<file path="src/rtl/seq_generator.sv">
`timescale 1ns/1ps
`default_nettype none
// ============================================================================
// Module   : seq_generator
// Serial MSB-first word transmitter feeding seq_detector. It accepts a word
// over a valid/ready handshake, shifts it out on 'a' and then idles for GAP
// cycles. Optional macro SEQ_GENERATOR_REPEAT_EN adds a 'repeat_en' input.
// Revision : 1.0
// ============================================================================
module seq_generator #(
    parameter int WIDTH = 16,
    parameter int GAP   = 2,
    parameter int CNT_W = $clog2(WIDTH + 1)
) (
    input  logic             clk,
    input  logic             rst,
    input  logic             load_valid,
    output logic             load_ready,
    input  logic [WIDTH-1:0] load_data,
    input  logic [CNT_W-1:0] load_len,
`ifdef SEQ_GENERATOR_REPEAT_EN
    input  logic             repeat_en,
`endif
    output logic             a,
    output logic             a_valid,
    output logic             busy,
    output logic             done
);

    localparam int               GAP_W      = (GAP < 2) ? 1 : $clog2(GAP);
    localparam logic [CNT_W-1:0] c_width    = CNT_W'(WIDTH);
    localparam logic [GAP_W-1:0] c_gap_last = GAP_W'((GAP > 0) ? GAP - 1 : 0);

    typedef enum logic [1:0] {
        S_IDLE = 2'd0,
        S_SEND = 2'd1,
        S_GAP  = 2'd2
    } state_t;

    state_t           r_state;
    logic [WIDTH-1:0] r_shift;
    logic [CNT_W-1:0] r_cnt;
    logic [GAP_W-1:0] r_gap;
`ifdef SEQ_GENERATOR_REPEAT_EN
    logic [WIDTH-1:0] r_word;
    logic [CNT_W-1:0] r_len;
`endif

    logic [CNT_W-1:0] w_len;
    logic [WIDTH-1:0] w_aligned;

    // The word is left-aligned so the next bit to send is always the MSB.
    always_comb begin
        w_len     = ((load_len == '0) || (load_len > c_width)) ? c_width : load_len;
        w_aligned = load_data << (c_width - w_len);
    end

    assign load_ready = (r_state == S_IDLE) && !rst;

    always_ff @(posedge clk or posedge rst) begin
        if (rst) begin
            r_state <= S_IDLE;
            r_shift <= '0;
            r_cnt   <= '0;
            r_gap   <= '0;
            a       <= 1'b0;
            a_valid <= 1'b0;
            busy    <= 1'b0;
            done    <= 1'b0;
`ifdef SEQ_GENERATOR_REPEAT_EN
            r_word  <= '0;
            r_len   <= '0;
`endif
        end else begin
            done <= 1'b0;
            case (r_state)
                S_IDLE: begin
                    if (load_valid) begin
                        r_state <= S_SEND;
                        r_shift <= w_aligned;
                        r_cnt   <= w_len - 1'b1;
                        a       <= w_aligned[WIDTH-1];
                        a_valid <= 1'b1;
                        busy    <= 1'b1;
`ifdef SEQ_GENERATOR_REPEAT_EN
                        r_word  <= w_aligned;
                        r_len   <= w_len;
`endif
                    end
                end
                S_SEND: begin
                    if (r_cnt == '0) begin
                        a       <= 1'b0;
                        a_valid <= 1'b0;
                        done    <= 1'b1;
                        if (GAP > 0) begin
                            r_state <= S_GAP;
                            r_gap   <= c_gap_last;
                        end else
`ifdef SEQ_GENERATOR_REPEAT_EN
                        if (repeat_en) begin
                            r_state <= S_SEND;
                            r_shift <= r_word;
                            r_cnt   <= r_len - 1'b1;
                            a       <= r_word[WIDTH-1];
                            a_valid <= 1'b1;
                        end else
`endif
                        begin
                            r_state <= S_IDLE;
                            busy    <= 1'b0;
                        end
                    end else begin
                        r_shift <= r_shift << 1;
                        r_cnt   <= r_cnt - 1'b1;
                        a       <= r_shift[WIDTH-2];
                    end
                end
                S_GAP: begin
                    if (r_gap == '0) begin
`ifdef SEQ_GENERATOR_REPEAT_EN
                        if (repeat_en) begin
                            r_state <= S_SEND;
                            r_shift <= r_word;
                            r_cnt   <= r_len - 1'b1;
                            a       <= r_word[WIDTH-1];
                            a_valid <= 1'b1;
                        end else
`endif
                        begin
                            r_state <= S_IDLE;
                            busy    <= 1'b0;
                        end
                    end else begin
                        r_gap <= r_gap - 1'b1;
                    end
                end
                default: begin
                    r_state <= S_IDLE;
                    busy    <= 1'b0;
                end
            endcase
        end
    end

endmodule
`default_nettype wire

</file>
<file path="config.mk">
export PLATFORM = sky130hd
export DESIGN_NAME = seq_generator
export DESIGN_NICKNAME = d
export VERILOG_FILES = /design/src/rtl/seq_generator.sv
export SDC_FILE = /design/constraint.sdc
export NUM_CORES = 1
export LEC_CHECK = 0
export BUFFER_PORTS_ARGS = -buffer_cell sky130_fd_sc_hd__buf_2
export CORE_MARGIN = 4
export CORE_UTILIZATION = 39
export CTS_BUF_LIST = sky130_fd_sc_hd__clkbuf_4 sky130_fd_sc_hd__clkbuf_8
export CTS_CLUSTER_DIAMETER = 60
export DETAILED_ROUTE_END_ITERATION = 10
export PLACE_DENSITY = 0.69
export SLEW_MARGIN = 20
export SYNTH_ARGS = -nofsm -noshare
export SYNTH_HDL_FRONTEND = slang
export SYNTH_SLANG_ARGS = --single-unit
</file>
<file path="constraint.sdc">
create_clock -name clk -period 2.85 [get_ports clk]
set_input_delay 0.285 -clock clk [delete_from_list [all_inputs] [get_ports clk]]
set_output_delay 0.285 -clock clk [all_outputs]
set_load 0.005 [all_outputs]
</file>
# Word-level counts from Yosys, hierarchy flattened
# Cells that the tools add are included.
# word_totals
output_inout_bits	5
inputBits	24
regBits	27
# op_classes
reduce_logical	14
mux	24
n_lt_le_gt_ge	1
n_bitwise	1
add_sub_neg	4
eq_ne	6
shifts	1
# op_table
op	count
15-bit 2-to-1 mux	2
15-bit one-hot mux with 2 select lines	1
16-bit by 5-bit << shifter with 16-bit output	1
5-bit 2-to-1 mux	3
3-bit AND reduction	4
5-bit zero test	2
5-bit one-hot mux with 2 select lines	1
5-bit by 1-bit subtractor with 5-bit output (second input constant)	2
1-bit 2-to-1 mux	9
2-bit != test (second input constant)	4
2-bit 2-to-1 mux	3
1-bit one-hot mux with 2 select lines	3
2-bit one-hot mux with 3 select lines	1
5-bit > comparator (second input constant)	1
5-bit subtractor (first input constant)	1
2-bit AND reduction	2
2-bit nonzero test	2
1-bit one-hot mux with 3 select lines	1
2-bit by 1-bit == test with 1-bit output (second input constant)	1
2-bit == test (second input constant)	1
2-bit zero test	1
1-bit logical AND	1
1-bit zero test	1
1-bit logical OR	1
2 further kinds	2

# Depth between registers and ports, before layout
# depth
depth_word	7
ltp_mapped	15
ltp_nobuf	11

# Worst setup path before layout
# OpenSTA, ideal clock, no wires.
# synth_timing
kind	input to register
startpoint	input load_len[2]
endpoint	register a
path_buffers	3
cell_stages	13
setup_time_ns	0.133
required_ns	2.717
path_slack_ns	-0.780
arrival_ns	3.497
cell_sequence	buf_6 or4_4 ha_1 nor2b_2 clkinv_1 buf_4 ha_1 buf_4 xnor2_4 mux4_2 mux2_2 nand2_1 o211ai_1
# synth_via
elab_chain_cells	7
# synth_lines
element	line_no	source
from (decl)	20	input logic [CNT_W-1:0] load_len,
5-bit > comparator or 5-bit zero test (tied branches)	54	w_len = ((load_len == '0) || (load_len > c_width)) ? c_width : load_len;
1-bit logical OR	54	
5-bit 2-to-1 mux (*)	54	
5-bit subtractor (*)	55	w_aligned = load_data << (c_width - w_len);
16-bit by 5-bit << shifter with 16-bit output (*)	55	
1-bit 2-to-1 mux (*)	78	if (load_valid) begin
1-bit one-hot mux with 2 select lines (*)	76	case (r_state)
to (signal assigned)	82	a <= w_aligned[WIDTH-1];
to (signal assigned)	116	a <= r_shift[WIDTH-2];
to (decl)	24	output logic a,
# Every way passes the cells marked *; elsewhere a longest branch is shown, timed or not. The select of a mux whose other input is x is not followed.
# A chain may end at the register's enable or synchronous reset.

# Worst setup path in the final report
# layout_timing
startpoint	input load_len[3]
endpoint	register a
# Same word-level chain as after synthesis.

==> run metrics <==
leading register cell type out of synthesis=dfrtp_1; worst endpoint required time=around 3 ns; Worst Max-Slew Pin Slew=0.570 ns; initial core utilization=41.0%; number of buffers inserted by port buffering=28; deepest level of the CTS H-tree=1; class of the tightest hold or removal check=input port to async pin; global route total overflow=0; post-synth design cell area=~2500 µm²; hpwl dp=5.25 mm; number of distinct library cell variants in the gate-level netlist after synthesis=58; antenna viol nets, final=0; number of max-capacitance violations reported=0; final sum of negative setup slack=0 ns; clock slew at the register clock pins of the worst setup and hold paths=0.10 ns; crit-path most repeated cell=ha_4; CTS tree=yes; number of placed I/O pins=29; setup repair after global routing missed its margin=yes; fraction of the yosys area taken by sequential cells=a little over a quarter; Critical-path top delay cell=mux4_2; endpoints failing setup=0; CP max stage delay=about 0.57 ns; leading cell type in the layout, fill and taps excluded=buf_4; Row Count=28; area of the core=roughly 6000 µm²; highest attainable clock frequency=362 MHz; IR Drop Worst-Case VDD=0.753 mV; status=completed; number of synthesized flops with an enable pin=0; number of diodes=0; die height=87.6 µm; RePlAce Congestion=1.00; number of fillers in the final layout=577; Vias=2318; ordered list of cells on the worst path=buf_2 -> or4_4 -> ha_4 -> nor2b_4 -> clkinv_4 -> ha_4 -> xnor2_4 -> mux4_2 -> mux2_4 -> nand2_2 -> o211ai_1; flip-flop and latch count after synthesis=27; maximum number of pins on one net before global-route repair=28; 1st-pass router iterations=4; overall global routing resource usage=18.9%; Max Clock Skew=0.00904 ns; Data arrival, critical path=2.92 ns; final critical path time including I/O delays and setup=2.76 ns; drt initial violations=148; Max-Slew Margin vs Limit=62.0%; Synth Net Count=~300; critical path startpoint category=input port; final routed wirelength across all metal layers=6.68 mm; insertion delay of the later-clocked pin in the worst-skew pair=0.28 ns; DRC viols=0; number of hold violations in the final report=0; worst reg-to-reg setup slack=0.71 ns; Final nets=348; clock buffer count from CTS=3; area of the die=around 7700 µm²; CTS max path bufs=2; share of flip-flops with an asynchronous set or reset after synthesis=100%; antenna violations before repair=0; number of instances in the synthesized netlist=274; post-place setup slack=-0.226 ns; chip width=between 80 and 90 µm; Lkg Pwr=approximately 1.3 nW; area added between synthesis and finish=18.9%; power density of the placed cells=735 nW/µm²; Final Max Tran Viols=0; critical path endpoint category=flip-flop; non-filler cells, final=395; vias in the first global route=~2300; commonest cells after routing, fill and taps aside=buf_4, nor2_1, buf_2, dfrtp_1, nand2_1; warnings from Yosys=0; Tcrit/Tclk final=96.9%; Post-Route Hold Slack=0.0536 ns; largest fanout of any net on the critical path=5; number of sinks on the clock net=27; endpoint of the worst register-to-register path=r_cnt[3]; share of post-route cells with drive strength above 1=32.5%; total instance count after detailed placement=390; worst reg2reg startpoint=r_cnt[0]; critical setup path kind=input port to flip-flop; library cell used as clock root buffer=clkbuf_8; mean instance size in the synthesized netlist=9.02 µm²; slack of the critical path=0.0885 ns; post-detailed-route wirelength per cell=roughly 17 µm; global-route wire length before repair=11.3 mm; R2R cell count=7; final core utilization=48.8%; via density per instance=5.87
-- metrics by stage --
step                total power, mW  area [µm²]
finish                         2.16        2940
global route                   2.37        2940
CTS                            2.16        2910
detailed placement             1.93        2870
global placement               1.90        2870
floorplan                      1.63        2550
-- flip-flops by register name, summed over array words and instances (netlist names) --
register  count
a             1
a_valid       1
busy          1
done          1
r_cnt         5
r_gap         1
r_shift      15
r_state       2
-- area by class of cell --
class	instances	area [µm²]	share of cell area, %
Clock inverter	1	7.51	0.255
Clock buffer	3	41.3	1.40
Sequential cell	27	676	23.0
Inverter	11	46.3	1.58
Multi-Input combinational cell	218	1690	57.5
Tap cell	75	93.8	3.19
Timing Repair Buffer	60	384	13.1
-- how the worst max path moves through the flow --
stage	from	slack, ns	to	cells after the start
5_1_grt	load_len[3]	-0.003	a	11
6_report	load_len[3]	0.09	a	11
4_1_cts	load_len[0]	0.08	a	10
2_1_floorplan	load_len[2]	-0.30	a	13
3_5_place_dp	load_len[0]	-0.23	a	10
3_3_place_gp	load_len[0]	-0.15	a	10
-- what timing repair did --
action                                  4_1_cts  5_1_grt
buffers inserted                              0        1
endpoints found under the setup margin        0        4
resized for setup                             0        5
hold buffers                                  0        0
-- logic make-up after synthesis --
family,count (synthesis),synth area share (%)
multiplexers,31,17.9
XOR/XNOR,3,2.89
AND/OR/NAND/NOR,93,19.4
flip-flops,27,27.3
AO/OA/AOI/OAI,88,24.0
adder cells (fa/ha/maj),3,1.52
buffers and inverters,29,6.89
-- cell usage after synthesis (all sizes together) (5+ instances only) --
library cell	n	share of area, %
nand2	26	3.9
buf	14	4.6
a22oi	5	1.5
nor2	28	4.3
nand2b	6	1.5
inv	10	1.5
a31oi	7	1.8
o211ai	8	2.4
a32oi	7	2.5
mux2	10	4.7
mux4	9	8.4
nand3	9	1.8
a21oi	25	5.5
o31ai	5	1.7
dfrtp	27	27
mux2i	12	4.9
nor2b	5	1.7
o21ai	13	2.6
-- routing by layer --
metal / global-route usage [%] / part of all wire, % / up-vias
met2: 29.7 / 46 / 71
met1: 26.3 / 46 / 1104
met5: 0 / 0 / -
li1: - / - / 1133
met3: 3.29 / 5.5 / 10
met4: 6.42 / 2.1 / 0
-- worst max-delay path: cells and delay by family --
| family | cells | cell delay [ns] |
|---|---|---|
| compound gates | 1 | 0.09 |
| xor+xnor | 1 | 0.30 |
| fa+ha+maj | 2 | 0.46 |
| buf+inv | 2 | 0.18 |
| mux | 2 | 0.86 |
| simple gates | 3 | 0.76 |
-- report_power, final --
group	total (mW)	leakage [nW]	internal [mW]	switching (mW)
Combinational	1.25	0.915	0.543	0.705
Sequential	0.687	0.322	0.567	0.120
Clock	0.224	0.0217	0.0994	0.125
Total	2.16	1.26	1.21	0.950
No activity file was read; power rests on OpenSTA's default activity.
